**src/rtl/mem_arbiter.sv**
```systemverilog
// -----------------------------------------------------------------------------
// mem_arbiter
//
// Two-port round-robin arbiter in front of a single memory with a ready/busy
// handshake. Port 0 is the instruction-fetch requester and port 1 the data
// requester. One transfer runs at a time through IDLE -> ISSUE -> WAIT -> DONE.
// The winner's ack is a one-cycle pulse in DONE. A WAIT phase that outlasts
// TIMEOUT cycles ends the transfer with err=1 and rd_data=0.
//
// Ports
//   clk, rst_n              rising-edge clock, asynchronous active-low reset
//   pN_req                  request, held high until acknowledged (N = 0, 1)
//   pN_w                    1 = write, 0 = read
//   pN_addr, pN_wdata       address and write data of requester N
//   pN_ack                  one-cycle completion pulse for requester N
//   rd_data, err            shared result, valid while any ack is high
//   mem_addr, mem_w,        registered memory command, held from grant to the
//   mem_wdata               end of DONE and kept in IDLE
//   mem_rdata               memory read data
//   memory_ready            1 = idle or complete, 0 = busy
//   busy                    high in every state except IDLE
//   grant                   index of the current or last granted port
// -----------------------------------------------------------------------------
module mem_arbiter #(
   parameter int AW      = 16,
   parameter int DW      = 16,
   parameter int TIMEOUT = 255
) (
   input  logic          clk,
   input  logic          rst_n,
   input  logic          p0_req,
   input  logic          p0_w,
   input  logic [AW-1:0] p0_addr,
   input  logic [DW-1:0] p0_wdata,
   output logic          p0_ack,
   input  logic          p1_req,
   input  logic          p1_w,
   input  logic [AW-1:0] p1_addr,
   input  logic [DW-1:0] p1_wdata,
   output logic          p1_ack,
   output logic [DW-1:0] rd_data,
   output logic          err,
   output logic [AW-1:0] mem_addr,
   output logic          mem_w,
   output logic [DW-1:0] mem_wdata,
   input  logic [DW-1:0] mem_rdata,
   input  logic          memory_ready,
   output logic          busy,
   output logic          grant
);

   localparam logic [1:0] S_IDLE  = 2'd0;
   localparam logic [1:0] S_ISSUE = 2'd1;
   localparam logic [1:0] S_WAIT  = 2'd2;
   localparam logic [1:0] S_DONE  = 2'd3;

   // The counter holds the number of WAIT samples already seen with
   // memory_ready low, so its largest value is TIMEOUT-1.
   localparam int            CW       = (TIMEOUT > 1) ? $clog2(TIMEOUT) : 1;
   localparam logic [CW-1:0] CNT_LAST = CW'(TIMEOUT - 1);

   logic [1:0]    state_q, state_d;
   logic [AW-1:0] addr_q, addr_d;
   logic          w_q, w_d;
   logic [DW-1:0] wdata_q, wdata_d;
   logic [DW-1:0] rd_q, rd_d;
   logic          err_q, err_d;
   logic          ack0_q, ack0_d;
   logic          ack1_q, ack1_d;
   logic          grant_q, grant_d;
   logic          last_q, last_d;
   logic [CW-1:0] cnt_q, cnt_d;
   logic          win;

   // Round-robin choice: a lone requester wins outright; with both requesting
   // the port that did not win last time goes first.
   always_comb begin
      if (p0_req && p1_req) begin
         win = ~last_q;
      end else begin
         win = p1_req;
      end
   end

   always_comb begin
      // NOTE: every _d starts from its _q (acks from 0) so that no path through
      //       the case leaves a variable unassigned and infers a latch.
      state_d = state_q;
      addr_d  = addr_q;
      w_d     = w_q;
      wdata_d = wdata_q;
      rd_d    = rd_q;
      err_d   = err_q;
      ack0_d  = 1'b0;
      ack1_d  = 1'b0;
      grant_d = grant_q;
      last_d  = last_q;
      cnt_d   = cnt_q;

      case (state_q)
         S_IDLE: begin
            if (p0_req || p1_req) begin
               grant_d = win;
               last_d  = win;
               addr_d  = win ? p1_addr  : p0_addr;
               w_d     = win ? p1_w     : p0_w;
               wdata_d = win ? p1_wdata : p0_wdata;
               state_d = S_ISSUE;
            end
         end

         // memory_ready is deliberately not looked at here: the memory needs
         // one edge to see the new address before its status means anything.
         S_ISSUE: begin
            cnt_d   = '0;
            state_d = S_WAIT;
         end

         S_WAIT: begin
            if (memory_ready) begin
               if (!w_q) begin
                  rd_d = mem_rdata;
               end
               err_d   = 1'b0;
               ack0_d  = ~grant_q;
               ack1_d  = grant_q;
               state_d = S_DONE;
            end else if (cnt_q == CNT_LAST) begin
               err_d   = 1'b1;
               rd_d    = '0;
               ack0_d  = ~grant_q;
               ack1_d  = grant_q;
               state_d = S_DONE;
            end else begin
               cnt_d = cnt_q + 1'b1;
            end
         end

         S_DONE: begin
            state_d = S_IDLE;
         end

         default: begin
            state_d = S_IDLE;
         end
      endcase
   end

   // NOTE: state registers use non-blocking assignments so every register
   //       samples the pre-edge values, independent of statement order.
   always_ff @(posedge clk or negedge rst_n) begin
      if (!rst_n) begin
         state_q <= S_IDLE;
         addr_q  <= '0;
         w_q     <= 1'b0;
         wdata_q <= '0;
         rd_q    <= '0;
         err_q   <= 1'b0;
         ack0_q  <= 1'b0;
         ack1_q  <= 1'b0;
         grant_q <= 1'b0;
         last_q  <= 1'b1;   // port 0 is preferred on the first contended grant
         cnt_q   <= '0;
      end else begin
         state_q <= state_d;
         addr_q  <= addr_d;
         w_q     <= w_d;
         wdata_q <= wdata_d;
         rd_q    <= rd_d;
         err_q   <= err_d;
         ack0_q  <= ack0_d;
         ack1_q  <= ack1_d;
         grant_q <= grant_d;
         last_q  <= last_d;
         cnt_q   <= cnt_d;
      end
   end

   assign p0_ack    = ack0_q;
   assign p1_ack    = ack1_q;
   assign rd_data   = rd_q;
   assign err       = err_q;
   assign mem_addr  = addr_q;
   assign mem_w     = w_q;
   assign mem_wdata = wdata_q;
   assign grant     = grant_q;
   assign busy      = (state_q != S_IDLE);

endmodule

```
**config.mk**
```make
export PLATFORM = sky130hd
export DESIGN_NAME = mem_arbiter
export DESIGN_NICKNAME = d
export VERILOG_FILES = /design/src/rtl/mem_arbiter.sv
export SDC_FILE = /design/constraint.sdc
export NUM_CORES = 1
export LEC_CHECK = 0
export ABC_AREA = 1
export BUFFER_PORTS_ARGS = -buffer_cell sky130_fd_sc_hd__buf_2
export CAP_MARGIN = 20
export CORE_MARGIN = 4
export CORE_UTILIZATION = 42
export CTS_CLUSTER_SIZE = 16
export DETAILED_ROUTE_END_ITERATION = 8
export GPL_TIMING_DRIVEN = 0
export PLACE_DENSITY = 0.78
export SYNTH_ARGS = -nofsm -noshare
export SYNTH_HDL_FRONTEND = slang
export SYNTH_SLANG_ARGS = --single-unit
```
**constraint.sdc**
```tcl
create_clock -name clk -period 1.45 [get_ports clk]
set_input_delay 0.29 -clock clk [delete_from_list [all_inputs] [get_ports clk]]
set_output_delay 0.29 -clock clk [all_outputs]
set_load 0.02 [all_outputs]
```
# ---- Word level (Yosys, flattened, before mapping)
# Index checks and enable logic that the tools add are counted.
dict set report op_classes {
  add_sub_neg 1
  mul 0
  div_mod_pow 0
  magnitude_cmp 0
  n_eq_ne 9
  shifts 0
  mux 22
  bitwise 2
  reduce_logical 11
}
# op n
set ops {}
lappend ops {{$mux 16} 5}
lappend ops {{$mux 8} 2}
lappend ops {{$pmux 8 s2} 1}
lappend ops {{$mux 1} 10}
lappend ops {{$add 8x1->8 const B} 1}
lappend ops {{$eq 8x8->1 const B} 1}
lappend ops {{$ne 2x2->1 const B} 4}
lappend ops {{$pmux 2 s4} 1}
lappend ops {{$mux 2} 3}
lappend ops {{$reduce_and 2->1} 3}
lappend ops {{$reduce_and 3->1} 2}
lappend ops {{$reduce_bool 2->1} 3}
lappend ops {{$eq 2x2->1 const B} 2}
lappend ops {{$ne 3x3->1 const B} 1}
lappend ops {{$eq 2x1->1 const B} 1}
lappend ops {{$logic_not 2->1} 1}
lappend ops {{$not 1->1} 2}
lappend ops {{$logic_and 1x1->1} 1}
lappend ops {{$logic_or 1x1->1} 1}
dict set report totals {
  ff_bits 64
  latch_bits 0
  ramBits 0
  romBits 0
  inputBits 87
  output_inout_bits 54
  elab_cells 56
  mem_count 0
}

# ---- Longest topological paths before layout
# Gate-level depths: netlist of run 1.
dict set report depth {
  depth_word 4
  mapped_depth 10
  depth_no_buf 9
}

# ---- Worst setup path before layout of run 1
# No wires, ideal clock.
dict set report synth_path {
  path_type {register -> register}
  start {register state_q[0]}
  end {register addr_q[0] (netlist: mem_addr[0])}
  setup_time_ns 0.129
  arrival_ns 1.363
  t_required_ns 1.321
  slack_ns -0.042
  stages_incl_launch_ff 8
  path_buffers 2
  period_less_slack_ns 1.492
  cell_sequence {dfrtp_1 inv_1 ha_1 inv_1 a21oi_2 buf_4 buf_2 a31oi_1}
}
dict set report synth_between {
  elab_chain_len 2
}
# element line_no
set synth_rtl {}
lappend synth_rtl {{start: declaration} 62} ;# logic [1:0] state_q, state_d;
lappend synth_rtl {{start signal: assignment} 165} ;# state_q <= state_d;
lappend synth_rtl {{$logic_not 2->1} 100} ;# case (state_q)
lappend synth_rtl {{$reduce_and 2->1 (no line)} -}
lappend synth_rtl {{end signal: assignment} 166} ;# addr_q <= addr_d;
lappend synth_rtl {{end: declaration} 63} ;# logic [AW-1:0] addr_q, addr_d;
# Every way passes these cells.
# A chain may end at the register's enable or synchronous reset.

# ---- Worst setup path after layout of run 1
dict set report layout_path {
  start {register state_q[1]}
  end {output port busy}
}
dict set report layout_between {
  elab_chain_len 1
}
# element line_no
set layout_rtl {}
lappend layout_rtl {{$reduce_bool 2->1} 187} ;# assign busy = (state_q != S_IDLE);
lappend layout_rtl {{end: declaration} 48} ;# output logic busy,
# Every way passes these cells.

==> out/results.ini, run 1 <==
[place]
place.gp.congestion = 0.864
dp_hpwl_mm = 6.26
place_area_mm2 = 0.00381
port_buffers = 140

[timing]
min_period_ns = 1.44
hold_violations = 0
drv_slew = 0
setup_violations = 0
tightest_slew_ns = 0.821
fin_crit_sh = 0.993
skew_ns = 0.00948
max_freq_mhz = 694
slew_headroom = 0.453
grt_setup_unrepaired = yes

[synthesis]
ys_warn_count = 0
synth_cells = 362
yosysSeqAreaShare = 0.536
syn_avg_cell_area_um2 = 8.26
synthArstFlopShare = 1.00
ys_types = 27
ys_ff_latch = 64
synth-edff-count = 0
synthFlopType = dfrtp_1
synth.cell_area_mm2 = 0.00299
syn-num-nets = 454

[layout]
stdcell_area_mm2 = 0.00425
nets = 619
drive_gt1_frac = 0.411
syn2layout_area_growth_pct = 42.1
antenna_cells = 0
n_fill_cell = 624

[worst_setup_path]
startpoint = state_q[1]
cp_slowest_stage_delay_ns = 0.41
rr_worst_depth = 7
startpoint_type = flip-flop
crit_family = flip-flops
cp_num_buf_inv = 3
r2r_setup_slack_ns = 0.04
end_kind = output port
timing.rr.start = state_q[1]
path_max_fanout = 3
arrival_ns = 1.15
cp.required_ns = 1.16
crit_cells = 4
criticalPathCategory = flip-flop to output port
crit_chain = inv_2 > ha_4 > inv_4 > buf_6
cp_slowest_cell = dfrtp_1

[outcome]
status = complete, no violations

[floorplan]
core_region_area_mm2 = 0.00687
num_io_pins = 141
rows = 30
start_util = 0.435
die_y_um = 92.4
die_x_um = 92.4
fp.dieArea_mm2 = 0.00853

[route]
drt-initial-drc-count = 97
routed_via_density = 4.82
wl_met2_mm = 4.32
wire_per_inst_um = 13.6
drc = 0
routed_wl_mm = 8.51
wl_met3_um = 742
wl_met1_mm = 3.37
routed.top_layer = met4
ant_nets = 0
drt_pass1_iterations = 4
vias = 3020

[grt]
grt_max_degree = 65
antenna_found_initial = 0
first_global_vias = 3075
grt_first_pass_wirelength_mm = 14.1
grt_usage = 0.205
overflow = 0

[clocking]
clkLatencyLatePin_ns = 0.33
clk_pin_slew_ns = 0.07
clock-sinks = 64
cts.path.max_buffers = 2
htreeDepth = 3
root_buffer = clkbuf_8
cts_buffers = 9
cts_tree = built

[power_and_ir_drop]
leakagePower_nw = 2.29
power_density_mw_per_mm2 = 2110
ir_drop_v = 0.000960
p_total_mw = 8.95

[hold_path]
hp-class = input port to asynchronous set/reset pin

[job]
drv_cap = 0

==> stage by stage <==
step                cells  hold WS [ns]  setup WS, ns  TNS [ns]   util
finish                626        0.0412       0.00980         0  0.619
detailed placement    598         0.436        -0.239     -7.25  0.555
floorplan             362      -0.00559       0.00567         0      -
CTS                   621        0.0734       -0.0197   -0.0898  0.601
global placement      598         0.450        -0.216    -15.71  0.555
global route          626         0.106       -0.0420    -0.620  0.619
==> registers in the layout, indices dropped and copies added (netlist names) <==
name and flops:
grant 1, mem_w 1, mem_wdata 16, cnt_q 8, last_q 1, err 1, mem_addr 16, rd_data 16
p0_ack 1, p1_ack 1, state_q 2
==> where the power goes <==
part / total (mW) / switching (mW) / internal (mW)
Combinational: 4.37 / 2.69 / 1.68
Clock: 1.53 / 0.666 / 0.867
Sequential: 3.05 / 0.469 / 2.58
==> synthesized netlist by cell type (3+ instances only) <==
master,number,share of area
nand2_1,138,0.17
dfrtp_1,63,0.53
nor2_1,38,0.048
a31oi_1,32,0.067
nand3_1,28,0.047
inv_1,19,0.024
buf_2,11,0.018
ha_1,5,0.021
o21ai_0,4,0.0067
clkbuf_1,3,0.0038
==> layer usage <==
metal	track usage	vias up
met2	0.350	108
li1	-	1494
met1	0.245	1412
met3	0.0715	6
met5	0	-
met4	0.0594	0
==> cell families (layout without fill, tap and decap cells) <==
family / count (synthesis) / after routing / synth area share
fa+ha+maj: 5 / 5 / 0.0209
simple gates: 215 / 215 / 0.301
compound gates: 39 / 39 / 0.0803
xor+xnor: 2 / 2 / 0.00586
flops: 64 / 64 / 0.536
buf+inv: 37 / 205 / 0.0561
==> final timing paths <==
check | endpoint
setup / recovery | busy
max in group asynchronous | rd_data[11]
min in group clk | rd_data[14]
setup reg to reg | mem_addr[4]
hold / removal | mem_addr[5]
hold reg to reg | rd_data[4]
==> cell type report <==
type | instances | area [um^2] | share of cell area
clock inverter | 3 | 42.5 | 0.0100
sequential | 64 | 1600 | 0.377
multi-input combinational | 261 | 1310 | 0.308
clock buffer | 11 | 151 | 0.0356
tap | 96 | 120 | 0.0283
buffer | 17 | 121 | 0.0286
timing repair buffer | 154 | 822 | 0.193
inverter | 20 | 78.8 | 0.0186
==> cell usage in the layout, fill, tap and decap left out <==
cell type / synthesis / final
buf_2: 11 / 143
nand2_1: 138 / 125
dfrtp_1: 63 / 63
nor2_1: 38 / 37
a31oi_1: 32 / 32
nand3_1: 28 / 28
buf_4: 2 / 19
inv_1: 19 / 14
nand2_2: 2 / 12
clkbuf_8: 0 / 11
buf_6: 1 / 6
nand2_4: 2 / 5
inv_2: 0 / 4
o21ai_0: 4 / 4
nor2_4: 1 / 2
xnor2_1: 2 / 2
clkinv_2: 0 / 2
clkbuf_2: 0 / 2
ha_4: 0 / 2
ha_1: 5 / 2
inv_4: 0 / 1
nand3_2: 1 / 1
nor3_1: 1 / 1
clkbuf_4: 0 / 1
a21oi_4: 0 / 1
o22ai_1: 1 / 1
nand3_4: 1 / 1
nand4_1: 1 / 1
a21oi_1: 1 / 1
nor2_2: 1 / 1
nand3b_1: 1 / 1
ha_2: 0 / 1
clkinvlp_4: 0 / 1
bufinv_16: 0 / 1
dfstp_2: 1 / 1
==> what timing repair did <==
item,CTS,global route
cloned,1,0
pin swaps,3,1
setup buffers,8,5
endpoints found under the setup margin,51,56
hold buffers,0,0
resized for setup,21,30
(Power assumes the default switching activity.)
==> run 2: changes to the inputs <==
--- a/config.mk
+++ b/config.mk
@@ -5,7 +5,6 @@
 export SDC_FILE = /design/constraint.sdc
 export NUM_CORES = 1
 export LEC_CHECK = 0
-export ABC_AREA = 1
 export BUFFER_PORTS_ARGS = -buffer_cell sky130_fd_sc_hd__buf_2
 export CAP_MARGIN = 20
 export CORE_MARGIN = 4
==> run 2 against run 1 <==
The run now ends with negative setup slack left; global-route usage shrank 2.4 points; combinational power shrank 3%; sequential power is essentially flat; worst hold slack lost 0.021 ns; non-clock buffer count grew 3; synthesized area is essentially flat; critical path type is now flip-flop to flip-flop.
==> out/results.ini, run 2 <==
[worst_setup_path]
arrival_ns = 1.82
end_kind = flip-flop
cp_slowest_cell = dfrtp_1
startpoint_type = flip-flop
criticalPathCategory = flip-flop to flip-flop
cp.required_ns = 1.66
crit_chain = inv_1 > ha_2 > and3_4 > a21o_4 > o32a_1 > mux2_4
cp_slowest_stage_delay_ns = 0.35
path_max_fanout = 4

[synthesis]
synthArstFlopShare = 1.00
syn_avg_cell_area_um2 = 11.2
synth-edff-count = 0
yosysTopAreaCell = dfrtp_1
synth.most_common_cell = dfrtp_1
synth_top_cells_by_count = dfrtp_1 (63), nand2_1 (44), o21ai_0 (35), mux2i_1 (34), a22o_1 (11)
synthFlopType = dfrtp_1
ys_types = 42
ys_ff_latch = 64
synth_cells = 267
ys_warn_count = 0
synth.cell_area_mm2 = 0.00299
synth.area.top_cells = dfrtp_1 (53%), mux2i_1 (11%), o21ai_0 (5.9%), nand2_1 (5.5%), a22o_1 (3.2%)
yosysSeqAreaShare = 0.536
syn-num-nets = 359
yosysTopAreaCellShare = 0.528

[floorplan]
start_util = 0.435
die_x_um = 92.3
core_region_area_mm2 = 0.00687
num_io_pins = 141
rows = 30
fp.dieArea_mm2 = 0.00853
die_y_um = 92.3

[route]
vias = 2659
ant_nets = 0
routed_wl_mm = 7.69
routed_via_density = 4.97
drc = 0
drt_pass1_iterations = 4
drt-initial-drc-count = 67
wire_per_inst_um = 14.4

[timing]
max_freq_mhz = 622
tightest_slew_ns = 0.728
min_period_ns = 1.61
hold_violations = 0
drv_slew = 0
skew_ns = 0.00827
setup_slack_ns = -0.157
grt_setup_unrepaired = yes
slew_headroom = 0.515
fin_crit_sh = 1.11
setup_violations = 16

[outcome]
status = finished with violations
violations = negative setup slack

[layout]
antenna_cells = 0
syn2layout_area_growth_pct = 43.5
layout_commonest_cell = buf_2
n_fill_cell = 583
mostFrequentLayoutCells = buf_2 (138), dfrtp_1 (63), nand2_1 (43), o21ai_0 (34), mux2i_1 (34)
nets = 527
drive_gt1_frac = 0.494
stdcell_area_mm2 = 0.00429
finish.utilization = 0.624

[power_and_ir_drop]
ir_drop_v = 0.00115
power_density_mw_per_mm2 = 2080
leakagePower_nw = 2.27
p_total_mw = 8.92

[place]
place_area_mm2 = 0.00384
port_buffers = 139
place.gp.congestion = 0.830
dp_hpwl_mm = 5.87

[clocking]
cts_hold_buffers = 0
clk_pin_slew_ns = 0.07
clkLatencyLatePin_ns = 0.33
cts_tree = built
htreeDepth = 3
clock-sinks = 64
cts.path.max_buffers = 2
cts_buffers = 9
root_buffer = clkbuf_8

[grt]
overflow = 0
antenna_found_initial = 0
grt_usage = 0.182
grt_first_pass_wirelength_mm = 12.3
first_global_vias = 2633
grt_max_degree = 34

[hold_path]
hp-class = input port to asynchronous set/reset pin

[job]
drv_cap = 0

[run 2: changes by cell type in the layout (fill, tap and decap cells not counted), moves of 11 or more]
cell / delta
a22o_1: +11
a31oi_1: -27
inv_1: -11
mux2i_1: +34
nand2_1: -82
nand2_2: -11
nand3_1: -26
nor2_1: -35
o21ai_0: +30
[run 2: cell type report]
class	count	area [um^2]	area share
multi-input cells	180	1310	0.306
flip-flops and latches	64	1600	0.374
inverters	6	22.5	0.00525
plain buffers	17	155	0.0362
clock inverters	6	83.8	0.0196
repair buffers	157	866	0.202
clock buffers	9	124	0.0289
well taps	96	120	0.0280
[run 2: repair_timing]
item	in CTS	in global routing
gates resized for setup	21	19
pin swaps	5	7
endpoints found under the setup margin	63	59
gates cloned	0	1
setup buffers	9	7
[run 2: power breakdown]
| part | internal, mW | leakage, nW | switching [mW] |
|---|---|---|---|
| Sequential | 2.59 | 0.803 | 0.444 |
| Clock | 0.955 | 0.109 | 0.677 |
| Combinational | 1.77 | 1.36 | 2.48 |
| Total | 5.31 | 2.27 | 3.60 |
[run 2: through the flow]
| stage | TNS, ns | hold slack (ns) | setup WS, ns | cells |
|---|---|---|---|---|
| finish | -1.33 | 0.0199 | -0.157 | 535 |
| global route | -2.90 | 0.0689 | -0.197 | 535 |
| CTS | -1.50 | 0.0303 | -0.148 | 527 |
| detailed placement | -15.94 | 0.391 | -0.374 | 503 |
| global placement | -18.18 | 0.458 | -0.307 | 502 |
| floorplan | -0.666 | -0.00559 | -0.132 | 267 |
[run 2: path summary, 6_finish.rpt]
| kind | startpoint | end | slack, ns | depth (start not counted) |
|---|---|---|---|---|
| max in group asynchronous | rst_n | mem_addr[5] | 0.82 | 2 |
| max | cnt_q[0] | state_q[1] | -0.16 | 6 |
| min reg2reg | mem_wdata[5] | mem_wdata[5] | 0.47 | 2 |
| min in group clk | p0_req | last_q | 0.17 | 2 |
| min | rst_n | cnt_q[1] | 0.02 | 1 |
| max reg2reg | cnt_q[0] | state_q[1] | -0.16 | 6 |
[run 2: layer usage]
| layer | track usage | routed length (um) | up-vias |
|---|---|---|---|
| li1 | - | - | 1290 |
| met5 | 0 | 0 | - |
| met2 | 0.295 | 3790 | 113 |
| met3 | 0.0528 | 642 | 4 |
| met4 | 0.0668 | 59 | 0 |
| met1 | 0.230 | 3190 | 1252 |
[run 2: critical path: cells and delay by family, from the launching register on]
family	cells	cell delay, ns
AOI/OAI and AO/OA	2	0.40
and+or+nand+nor	1	0.19
adders and majority gates	1	0.19
muxes	1	0.31
DFF	1	0.35
buffers and inverters	1	0.05
[run 2: cells by family after synthesis]
| group | after synthesis | share of synthesized area |
|---|---|---|
| AO/OA/AOI/OAI | 75 | 0.170 |
| AND/OR/NAND/NOR | 64 | 0.104 |
| flip-flops | 64 | 0.536 |
| multiplexers | 35 | 0.119 |
| buffers and inverters | 23 | 0.0461 |
| adder cells (fa/ha/maj) | 5 | 0.0209 |
| XOR/XNOR | 1 | 0.00293 |
==> run 3: changes to the inputs <==
--- a/config.mk
+++ b/config.mk
@@ -5,7 +5,7 @@
 export SDC_FILE = /design/constraint.sdc
 export NUM_CORES = 1
 export LEC_CHECK = 0
-export BUFFER_PORTS_ARGS = -buffer_cell sky130_fd_sc_hd__buf_2
+export BUFFER_PORTS_ARGS = -buffer_cell sky130_fd_sc_hd__clkbuf_2
 export CAP_MARGIN = 20
 export CORE_MARGIN = 4
 export CORE_UTILIZATION = 42
==> run 3 against run 2 <==
The run still ends with negative setup slack left; non-clock buffer count decreased by 1; total power increased by 3.9%; cell count unchanged; sequential cell count unchanged; first-iteration DRC count decreased by 15%; worst setup slack got worse by 0.011 ns; worst hold slack improved by 0.060 ns; critical path type unchanged; wire length increased by 2.6%; maximum frequency decreased by 0.70%; clock skew about the same; count of clock-buffer cells in the layout increased by 2.
==> out/results.ini, run 3 (synthesis results as in run 2) <==
[outcome]
status = finished with violations
violations = negative setup slack

[floorplan]
fp.dieArea_mm2 = 0.00853
die_y_um = 92.3
rows = 30
die_x_um = 92.3
start_util = 0.435
core_region_area_mm2 = 0.00687
num_io_pins = 141

[grt]
overflow = 0
gr-max-usage-layer = met2
grt_use_met1 = 0.231
grt_usage = 0.191
grt_use_met2 = 0.317
grt_first_pass_wirelength_mm = 12.9
first_global_vias = 2812
grt_max_degree = 65
met3_usage = 0.0544
antenna_found_initial = 0

[worst_setup_path]
cp.required_ns = 1.67
cp-endpoint = cnt_q[3]
timing.rr.start = cnt_q[5]
path_common_cell = buf_6
path_max_fanout = 9
rr_worst_depth = 6
r2r_setup_slack_ns = -0.17
cp_slowest_cell = dfrtp_1
startpoint_type = flip-flop
cp_slowest_stage_delay_ns = 0.40
end_kind = flip-flop
crit_chain = and4_1 > buf_6 > a211oi_4 > buf_6 > a21oi_2 > a211o_1
criticalPathCategory = flip-flop to flip-flop
startpoint = cnt_q[5]
r2r_end = cnt_q[3]
arrival_ns = 1.84

[timing]
setup_violations = 23
tightest_slew_ns = 0.850
tns_ns = -1.88
slew_headroom = 0.433
skew_ns = 0.00801
grt_setup_unrepaired = yes
drv_slew = 0
max_freq_mhz = 618
fin_crit_sh = 1.12
hold_violations = 0
setup_slack_ns = -0.168
min_period_ns = 1.62

[power_and_ir_drop]
power_density_mw_per_mm2 = 2130
ir_drop_v = 0.00130
leakagePower_nw = 2.30

[layout]
stdcell_area_mm2 = 0.00434
finish.utilization = 0.632
n_fill_cell = 579
antenna_cells = 0
mostFrequentLayoutCells = clkbuf_2 (140), dfrtp_1 (63), nand2_1 (44), o21ai_0 (34), mux2i_1 (34)
syn2layout_area_growth_pct = 45.3
nets = 526
finalNonFillerCells = 535
drive_gt1_frac = 0.494
layout_commonest_cell = clkbuf_2

[route]
routed_via_density = 4.97
drt_pass1_iterations = 5
drt-initial-drc-count = 57
vias = 2660
drc = 0
routed_wl_mm = 7.89
wire_per_inst_um = 14.7
ant_nets = 0

[job]
drv_cap = 0

[clocking]
clkLatencyLatePin_ns = 0.34
cts_buffers = 9
htreeDepth = 3
clock-sinks = 64
cts_tree = built
cts.path.max_buffers = 2
root_buffer = clkbuf_8
clk_pin_slew_ns = 0.07

[place]
port_buffers = 139
dp_hpwl_mm = 5.85
place.gp.congestion = 0.826
dp.cells = 502
place_area_mm2 = 0.00382

[hold_path]
hp-class = input port to asynchronous set/reset pin

run 3: cell count changes in the layout (fill, tap and decap cells not counted), moves of 2 or more:
cell	delta
a21oi_1	-3
a21oi_2	+3
buf_2	-138
buf_4	-2
buf_6	-3
buf_8	+4
clkbuf_2	+137
clkbuf_8	+2
clkinv_2	-2
run 3: critical path: cells and delay by family, from the launching register on:
kind / cells / cell delay [ns]
compound gates: 3 / 0.59
buf+inv: 2 / 0.30
flops: 1 / 0.40
simple gates: 1 / 0.22
run 3: how the worst min path moves through the flow:
stage	start	end	slack, ns	cells past startpoint
after floorplan	rst_n	cnt_q[0]	-0.006	0
after global placement	mem_addr[13]	mem_addr[13]	0.46	2
after detailed placement	mem_addr[13]	mem_addr[13]	0.47	2
after CTS	rst_n	cnt_q[7]	0.11	1
after global routing	rst_n	rd_data[4]	0.16	1
final	rst_n	cnt_q[7]	0.08	1
run 3: routing by layer:
metal / up-vias / share of wire / wire length [um]
met1: 1237 / 0.40 / 3170
met3: 12 / 0.086 / 682
met4: 0 / 0.017 / 131
met2: 121 / 0.50 / 3910
met5: - / 0 / 0
li1: 1290 / - / -
run 3: final cells by class:
type / count / area [um^2] / share of cell area
Buffer: 17 / 173 / 0.0398
Clock buffer: 11 / 141 / 0.0326
Clock inverter: 5 / 104 / 0.0239
Inverter: 6 / 25.0 / 0.00576
Multi-Input combinational cell: 180 / 1320 / 0.304
Sequential cell: 64 / 1600 / 0.369
Tap cell: 96 / 120 / 0.0277
Timing Repair Buffer: 156 / 856 / 0.197
run 3: repair_timing:
item | CTS | global route
hold buffers | 0 | 0
pin swaps | 5 | 6
gates resized for setup | 22 | 25
endpoints found under the setup margin | 63 | 61
buffers inserted | 11 | 6
hold endpoints to repair | 0 | 0
run 3: where the power goes:
group          internal [mW]  switching [mW]  leakage, nW  total (mW)
Clock                   1.19           0.687        0.124        1.88
Combinational           1.80            2.51         1.37        4.31
Sequential              2.59           0.483        0.803        3.08
run 3: per-stage QoR:
| stage | hold slack (ns) | setup slack [ns] | power [mW] |
|---|---|---|---|
| floorplan | -0.00559 | -0.132 | 5.52 |
| global route | 0.163 | -0.229 | 9.92 |
| detailed placement | 0.469 | -0.359 | 6.92 |
| CTS | 0.110 | -0.174 | 9.17 |
| global placement | 0.463 | -0.303 | 6.80 |
| finish | 0.0795 | -0.168 | 9.27 |
